[src/rtl/div_ctrl.sv]
`default_nettype none
// ============================================================================
// Module   : div_ctrl
// Purpose  : Multi-cycle division sequencer for the EX stage. Runs a 32-step
//            radix-2 restoring division for DIV/DIVU and holds a stall
//            request until the 64-bit {remainder, quotient} result is ready.
//            A pipeline flush (annul_i) cancels an in-flight operation.
// Ports    : clk        - system clock, rising edge
//            rst        - asynchronous active-high reset
//            start_i    - division request, held by EX until ready_o
//            signed_i   - 1 = DIV (two's complement), 0 = DIVU
//            opdata1_i  - dividend (sampled in IDLE only)
//            opdata2_i  - divisor  (sampled in IDLE only)
//            annul_i    - cancel the in-flight operation
//            stallreq_o - stall request to the pipeline controller
//            result_o   - {remainder[63:32], quotient[31:0]}
//            ready_o    - result_o is valid
// Revision : 1.0 - initial release
// ============================================================================
module div_ctrl (
   input  logic        clk,
   input  logic        rst,
   input  logic        start_i,
   input  logic        signed_i,
   input  logic [31:0] opdata1_i,
   input  logic [31:0] opdata2_i,
   input  logic        annul_i,
   output logic        stallreq_o,
   output logic [63:0] result_o,
   output logic        ready_o
);

   typedef enum logic [1:0] {
      S_IDLE    = 2'd0,
      S_BY_ZERO = 2'd1,
      S_ON      = 2'd2,
      S_END     = 2'd3
   } state_t;

   localparam logic [5:0] c_LAST_STEP = 6'd31;

   state_t      r_state;
   logic [5:0]  r_cnt;
   logic [64:0] r_w;        // {partial remainder, dividend/quotient}
   logic [31:0] r_divisor;  // |divisor|
   logic        r_negq;
   logic        r_negr;
   logic [63:0] r_result;
   logic        r_ready;

   logic [31:0] w_abs1;
   logic [31:0] w_abs2;
   logic [64:0] w_shift;
   logic [33:0] w_trial;
   logic [64:0] w_step;
   logic [31:0] w_rem;
   logic [31:0] w_quo;
   logic [63:0] w_final;

   // Magnitudes are only taken for signed operations.
   assign w_abs1 = (signed_i && opdata1_i[31]) ? (~opdata1_i + 32'd1) : opdata1_i;
   assign w_abs2 = (signed_i && opdata2_i[31]) ? (~opdata2_i + 32'd1) : opdata2_i;

   // One restoring step: shift left, trial subtract, set the quotient LSB.
   // The partial remainder is always below the divisor, so bit 64 of r_w
   // stays zero and serves as the sign-extension bit of the 34-bit trial.
   assign w_shift = {r_w[63:0], 1'b0};
   assign w_trial = r_w[64:31] - {2'b00, r_divisor};
   assign w_step  = w_trial[33] ? w_shift : {w_trial[32:0], r_w[30:0], 1'b1};

   assign w_rem   = w_step[63:32];
   assign w_quo   = w_step[31:0];
   assign w_final = {r_negr ? (~w_rem + 32'd1) : w_rem,
                     r_negq ? (~w_quo + 32'd1) : w_quo};

   always_ff @(posedge clk or posedge rst) begin
      if (rst) begin
         r_state   <= S_IDLE;
         r_cnt     <= 6'd0;
         r_w       <= 65'd0;
         r_divisor <= 32'd0;
         r_negq    <= 1'b0;
         r_negr    <= 1'b0;
         r_result  <= 64'd0;
         r_ready   <= 1'b0;
      end else begin
         case (r_state)
            S_IDLE: begin
               // annul_i outranks start_i here.
               if (!annul_i && start_i) begin
                  if (opdata2_i == 32'd0) begin
                     r_state <= S_BY_ZERO;
                  end else begin
                     r_divisor <= w_abs2;
                     r_w       <= {33'd0, w_abs1};
                     r_cnt     <= 6'd0;
                     r_negq    <= signed_i & (opdata1_i[31] ^ opdata2_i[31]);
                     r_negr    <= signed_i & opdata1_i[31];
                     r_state   <= S_ON;
                  end
               end
            end

            S_BY_ZERO: begin
               if (annul_i) begin
                  r_state  <= S_IDLE;
                  r_cnt    <= 6'd0;
                  r_result <= 64'd0;
                  r_ready  <= 1'b0;
               end else begin
                  r_result <= 64'd0;
                  r_ready  <= 1'b1;
                  r_state  <= S_END;
               end
            end

            S_ON: begin
               if (annul_i) begin
                  r_state  <= S_IDLE;
                  r_cnt    <= 6'd0;
                  r_result <= 64'd0;
                  r_ready  <= 1'b0;
               end else begin
                  r_w   <= w_step;
                  r_cnt <= r_cnt + 6'd1;
                  if (r_cnt == c_LAST_STEP) begin
                     r_result <= w_final;
                     r_ready  <= 1'b1;
                     r_state  <= S_END;
                  end
               end
            end

            S_END: begin
               // Result is held for as long as EX keeps start_i asserted.
               if (annul_i || !start_i) begin
                  r_state  <= S_IDLE;
                  r_cnt    <= 6'd0;
                  r_result <= 64'd0;
                  r_ready  <= 1'b0;
               end
            end

            default: begin
               r_state <= S_IDLE;
            end
         endcase
      end
   end

   assign stallreq_o = start_i & ~r_ready & ~annul_i;
   assign result_o   = r_result;
   assign ready_o    = r_ready;

endmodule
`default_nettype wire

[config.mk]
export PLATFORM = sky130hd
export DESIGN_NAME = div_ctrl
export DESIGN_NICKNAME = d
export VERILOG_FILES = /design/src/rtl/div_ctrl.sv
export SDC_FILE = /design/constraint.sdc
export NUM_CORES = 1
export LEC_CHECK = 0
export ABC_AREA = 1
export ABC_CLOCK_PERIOD_IN_PS = 6800
export CAP_MARGIN = 30
export CORE_UTILIZATION = 59
export DETAILED_ROUTE_END_ITERATION = 10
export GPL_ROUTABILITY_DRIVEN = 1
export GPL_TIMING_DRIVEN = 0
export PLACE_DENSITY_LB_ADDON = 0.08
export SLEW_MARGIN = 20
export SYNTH_ARGS = -nofsm -noshare
export SYNTH_HDL_FRONTEND = slang
export SYNTH_SLANG_ARGS = --single-unit
[constraint.sdc]
create_clock -name clk -period 6.8 [get_ports clk]
set_input_delay 1.02 -clock clk [delete_from_list [all_inputs] [get_ports clk]]
set_output_delay 1.02 -clock clk [all_outputs]
set_load 0.02 [all_outputs]
# Word level (Yosys, flattened, before mapping)
# Index checks and enable logic that the tools add are counted.
# word_totals
output_inout_bits	66
word_cells	82
in_bits	69
regBits	172
# op_classes
n_reduce_logical	15
n_eq_ne	10
bitwise_logic	12
addsub	6
mux	31
# op_table
operator	n
$mux 65	4
$mux 64	3
$pmux 64 s3	1
$pmux 65 s2	1
$add 32x1->32 const B	4
$mux 32	4
$not 32->32	4
$sub 34x32->34	1
$logic_not 32->1	1
$mux 6	5
$pmux 6 s4	1
$mux 2	6
$ne 2x2->1 const B	5
$reduce_and 3->1	3
$pmux 2 s4	1
$reduce_and 4->1	2
$add 6x1->6 const B	1
$eq 6x5->1 const B	1
$and 1x1->1	4
$eq 2x2->1 const B	2
$mux 1	4
$logic_and 1x1->1	3
$ne 3x3->1 const B	1
$not 1->1	3
other kinds (8)	9

# Longest topological paths before layout
# depth
ltp_word	8
mapped_depth	30
ltp_nobuf	28

# Least setup slack after synthesis
# No wires, ideal clock.
# synth_path
path_type	register -> register
from	register r_w[55]
to	register r_result[28], in the netlist result_o[28]
setup_time_ps	127
slack_ps	3073
stages_incl_launch_ff	25
arrival_ps	3600
required_ps	6673
synth_period_minus_slack_ps	3727
n_path_buf	2
path_cell_list	dfrtp_1 > ha_1 > a21oi_2 > o21ai_1 > inv_2 > nand2_1 > a21oi_4 > nand3_2 > nand2_4 > buf_12 > buf_8 > ha_1 > nand3_1 > nor3_1 > nand3_1 > nor3_1 > nand2_1 > inv_1 > nand4_1 > nor4_1 > nand2_1 > nand2_1 > nand2_1 > o21ai_0 > o21ai_0
# synth_via
elab_chain_cells	8
# synth_rtl
element	line	text
start: declaration	44	logic [64:0] r_w;
start signal: assignment	95	r_w <= {33'd0, w_abs1};
start signal: assignment	124	r_w <= w_step;
$sub 34x32->34	68	assign w_trial = r_w[64:31] - {2'b00, r_divisor};
$mux 65	69	assign w_step = w_trial[33] ? w_shift : {w_trial[32:0], r_w[30:0], 1'b1};
$not 32->32	74	r_negq ? (~w_quo + 32'd1) : w_quo};
$add 32x1->32	74	
$mux 32	74	
$mux 64	126	if (r_cnt == c_LAST_STEP) begin
$mux 64	118	if (annul_i) begin
$pmux 64 s3	87	case (r_state)
end signal: assignment	127	r_result <= w_final;
end: declaration	48	logic [63:0] r_result;
# Every way passes these cells. The select of a mux whose other input is x is not followed.
# A chain may end at the register's enable or synchronous reset.

# Worst setup path in the final report
# layout_path
from	register r_w[51]
to	register r_result[22], in the netlist result_o[22]
# Same word-level chain as after synthesis.

==> results <==
- The row count is 54.
- Of all nets on the critical path, the largest fanout is 10.
- The number of instances resized during post-cts repair is 0.
- The count of pins over their slew limit is 0.
- The required time reported for the critical path endpoint is 7150 ps.
- The critical path startpoint category is a register.
- Based on the critical path, the design can be clocked at up to 200.9 MHz.
- After synthesis, the share of cell area in mux cells is 0.
- The cts-stage hold buffer count is 0.
- Dividing the final minimum period by the clock period gives 0.7322.
- The launch point of the worst reg-to-reg path is r_w[51].
- Clock-pin slew was measured on the worst setup and hold paths at 70 ps.
- Measured along the y axis, the die boundary spans 151.8 um.
- The die covers 23040 um^2.
- The clock root buffer is sky130_fd_sc_hd__clkbuf_16.
- The adder-cell area share of the yosys netlist is 0.04026.
- Clock tree synthesis found a total of 172 sinks.
- The first global-routing pass estimated 69.55 mm of wire.
- STA classifies the critical path endpoint as a register.
- Dividing the detail-routed via count by the number of cells gives 5.733.
- The count of cells in the finished layout, fillers not included, comes to 2459.
- The main combinational cell family by area after synthesis is simple AND/OR/NAND/NOR gates.
- The cell count after synthesis is 2013.
- The worst setup slack for register-to-register paths is 1820 ps.
- From synthesis to final layout, the design area changed by 17.37%.
- Counting the fill cells in the layout gives 1973.
- The detail route stage leaves a number of antenna-violating nets equal to 0.
- The aggregate global-route resource usage is 0.3801.
- The startpoint of the most critical setup path is r_w[51].
- The count of warnings emitted by yosys is 0.
- The count of inserted antenna diode cells is 0.
- The post-detailed-routing wire length is 43.11 mm.
- Averaged over all synthesized cells, the footprint is 6.577 um^2.
- The number of global-route vias before repair is 13720.
- The tightest min-delay check is of the reg -> reg type.
- Input and output buffers added on the ports amount to 134.
- In this run the critical register-to-register path is captured at result_o[22].
- The overflow left after global routing is 0.
- The core region is 21890 um^2.
- In this run the tightest slew margin relative to its limit is 0.4344.
- The largest net degree at the start of global routing is 88.
- The total number of vias is 14097.
- The starting utilization of the core area is 0.6048.
- Data on the critical path arrives at its endpoint at 5330 ps.
- Of the cells placed in the final design, the portion with a size suffix greater than 1 is 0.05691.
- The simple-gate share of the synthesized area is 0.3411.
- The number of flip-flops and latches in the synthesized netlist is 172.
- The number of setup violations in the final report is 0.
- The count of boundary I/O pins is 135.
- For this block, the initial DRC count from the detailed router was 1275.
- The number of library cell types mapped by synthesis is 51.
- The compound-cell area share of the yosys netlist is 0.1463.
- The total iterations of the first detailed-routing run is 6.
- The worst hold path was traced through 2 stages.
- The die is 151.8 um wide.
- The net count after synthesis is 2124.
- The endpoint with the worst hold slack is result_o[56].
- The flow ran to the end, and the final reports show no timing, DRC or antenna violations.
- The initial antenna violation count came to 0.
- Once detailed placement completed, the half-perimeter wirelength came to 33.54 mm.
- Clock tree synthesis inserted a total of 17 buffers.
- Setup repair after global routing left no endpoint under its margin.
- The number of hold violations in the final report is 0.
- The pin slew with the least headroom to its limit is 848.4 ps.
- Of the total synthesized cell area, the portion taken by XOR and XNOR cells is 0.04895.
- The final critical path time including I/O delays and setup is 4979 ps.
- Counting cells, the worst reg-to-reg path comes to 23.
- The final weighted congestion in routability-driven placement is 1.004.
- The startpoint identified for the worst hold timing path is result_o[56].
- The sequential cell area fraction in the yosys report is 0.3251.
- In this run, placement finished with an instance count of 2428.
- The total number of H-tree levels is 4.
- The maximum clock insertion buffer count is 2.
- The number of maximum-capacitance constraint violations is 0.
- The clock reaches the later pin of the worst-skew pair after 440 ps.
- The number of design rule violations left after detail routing is 0.
- The clock tree from TritonCTS is built.
- The kind of critical path is reg -> reg.
- The net count of the finished layout is 2278.
- Post-CTS timing repair inserted 0 buffers for setup.
- The detailed-route wire length per cell is 17.53 um.
- Summing every instance area after synthesis gives 13240 um^2.
- The maximum clock skew at final layout is 10.07 ps.
-- routing by layer --
| layer | wire (um) | share of wire | GRT usage | vias to the layer above |
|---|---|---|---|---|
| met2 | 20160 | 0.47 | 0.6240 | 650 |
| met1 | 17070 | 0.40 | 0.4709 | 6488 |
| met3 | 3569 | 0.083 | 0.07302 | 162 |
| met4 | 2315 | 0.054 | 0.2105 | 0 |
| met5 | 0 | 0 | 0 | - |
| li1 | - | - | - | 6797 |
-- flip-flops by register name, indices dropped and copies added (netlist names) --
register and cells:
ready_o 1, r_w 65, r_cnt 6, r_negr 1
r_negq 1, r_state 2, result_o 64, r_divisor 32
-- critical path, cell delays in order (launching register included) --
cell	delay [ps]
sky130_fd_sc_hd__dfrtp_1	480
sky130_fd_sc_hd__ha_1	420
sky130_fd_sc_hd__a21oi_1	240
sky130_fd_sc_hd__nand2_1	110
sky130_fd_sc_hd__nand2_1	70
sky130_fd_sc_hd__nand2_1	100
sky130_fd_sc_hd__a21oi_4	180
sky130_fd_sc_hd__nand3_2	240
sky130_fd_sc_hd__nand2_4	200
sky130_fd_sc_hd__buf_12	150
sky130_fd_sc_hd__buf_8	150
sky130_fd_sc_hd__ha_1	180
sky130_fd_sc_hd__nand3_1	100
sky130_fd_sc_hd__nor3_1	320
sky130_fd_sc_hd__nand3_1	190
sky130_fd_sc_hd__nor3_1	350
sky130_fd_sc_hd__nand2_1	160
sky130_fd_sc_hd__nor2_1	190
sky130_fd_sc_hd__nand3_1	160
sky130_fd_sc_hd__nor3_1	360
sky130_fd_sc_hd__nand3_1	180
sky130_fd_sc_hd__nand2_1	90
sky130_fd_sc_hd__o21ai_0	70
sky130_fd_sc_hd__o21ai_0	190
-- synthesized netlist by cell type (all sizes together) --
| master | count | area, um^2 |
|---|---|---|
| o21ai | 177 | 889.6 |
| nor3b | 2 | 15.01 |
| o21bai | 8 | 60.06 |
| dfrtp | 172 | 4304 |
| nor3 | 30 | 155.1 |
| a21boi | 1 | 7.510 |
| ha | 41 | 513.0 |
| clkinv | 2 | 7.510 |
| nand3b | 8 | 60.06 |
| nor2 | 187 | 760.7 |
| nand2 | 667 | 2631 |
| a21o | 4 | 30.03 |
| buf | 21 | 165.2 |
| o221ai | 1 | 8.760 |
| nor4 | 6 | 37.54 |
| fa | 1 | 20.02 |
| a31oi | 5 | 31.28 |
| a22oi | 3 | 22.52 |
| xnor2 | 15 | 131.4 |
| and3 | 2 | 12.51 |
| o31ai | 5 | 37.54 |
| o22ai | 28 | 175.2 |
| nand4 | 23 | 143.9 |
| o21a | 3 | 22.52 |
| a32o | 3 | 30.03 |
| clkbuf | 43 | 161.4 |
| nand3 | 122 | 630.6 |
| xor2 | 59 | 516.8 |
| o211ai | 25 | 187.7 |
| or2 | 11 | 68.82 |
| inv | 258 | 968.4 |
| a22o | 2 | 17.52 |
| a21oi | 78 | 416.7 |
-- final cells by class --
class                   instances  area, um^2  share of cell area
multi-input cells            1517        7634              0.4912
flip-flops and latches        172        4304              0.2770
repair buffers                135        1369             0.08808
inverters                     260       983.4             0.06329
clock buffers                  19       432.9             0.02786
well taps                     280       350.3             0.02254
plain buffers                  64       326.6             0.02101
clock inverters                12       140.1            0.009018
-- stage by stage --
step                      utilization  hold WS, ps  setup WS (ps)  setup TNS, ps  area, um^2
final                          0.7099        478.7           1821              0       15540
after global routing           0.7099        501.4           1428              0       15540
after detailed placement       0.6837        464.1           1973              0       14970
after floorplan                     -        453.0           1120              0       13240
after global placement         0.6821        464.4          -1244        -211160       14930
after CTS                      0.7099        483.7           1949              0       15540
-- worst max-delay path by stage --
stage                         endpoint  cells past startpoint  slack [ps]
after floorplan               r_cnt[0]                      1        1120
after global placement        r_cnt[4]                      2       -1240
after detailed placement  result_o[28]                     24        1970
after CTS                 result_o[28]                     24        1950
after global routing      result_o[28]                     24        1430
final                     result_o[22]                     23        1820
-- kinds of logic (layout without fill, tap and decap cells) --
family / after synthesis / in the layout
XOR/XNOR: 74 / 74
adder cells (fa/ha/maj): 42 / 42
buffers and inverters: 324 / 490
AO/OA/AOI/OAI: 343 / 343
flip-flops: 172 / 172
AND/OR/NAND/NOR: 1058 / 1058
-- placed cells by master (no fill, tap or decap), drive strengths merged, types with 11 or more instances in the layout --
| cell | instances |
|---|---|
| a21oi | 78 |
| buf | 22 |
| clkbuf | 62 |
| clkdlybuf4s50 | 134 |
| dfrtp | 172 |
| ha | 41 |
| inv | 261 |
| nand2 | 667 |
| nand3 | 122 |
| nand4 | 23 |
| nor2 | 187 |
| nor3 | 30 |
| o211ai | 25 |
| o21ai | 177 |
| o22ai | 28 |
| or2 | 11 |
| xnor2 | 15 |
| xor2 | 59 |
Power is left out: the tool's default activity adds up to more than one toggle a clock period on the data nets, which glitch-free logic cannot reach.
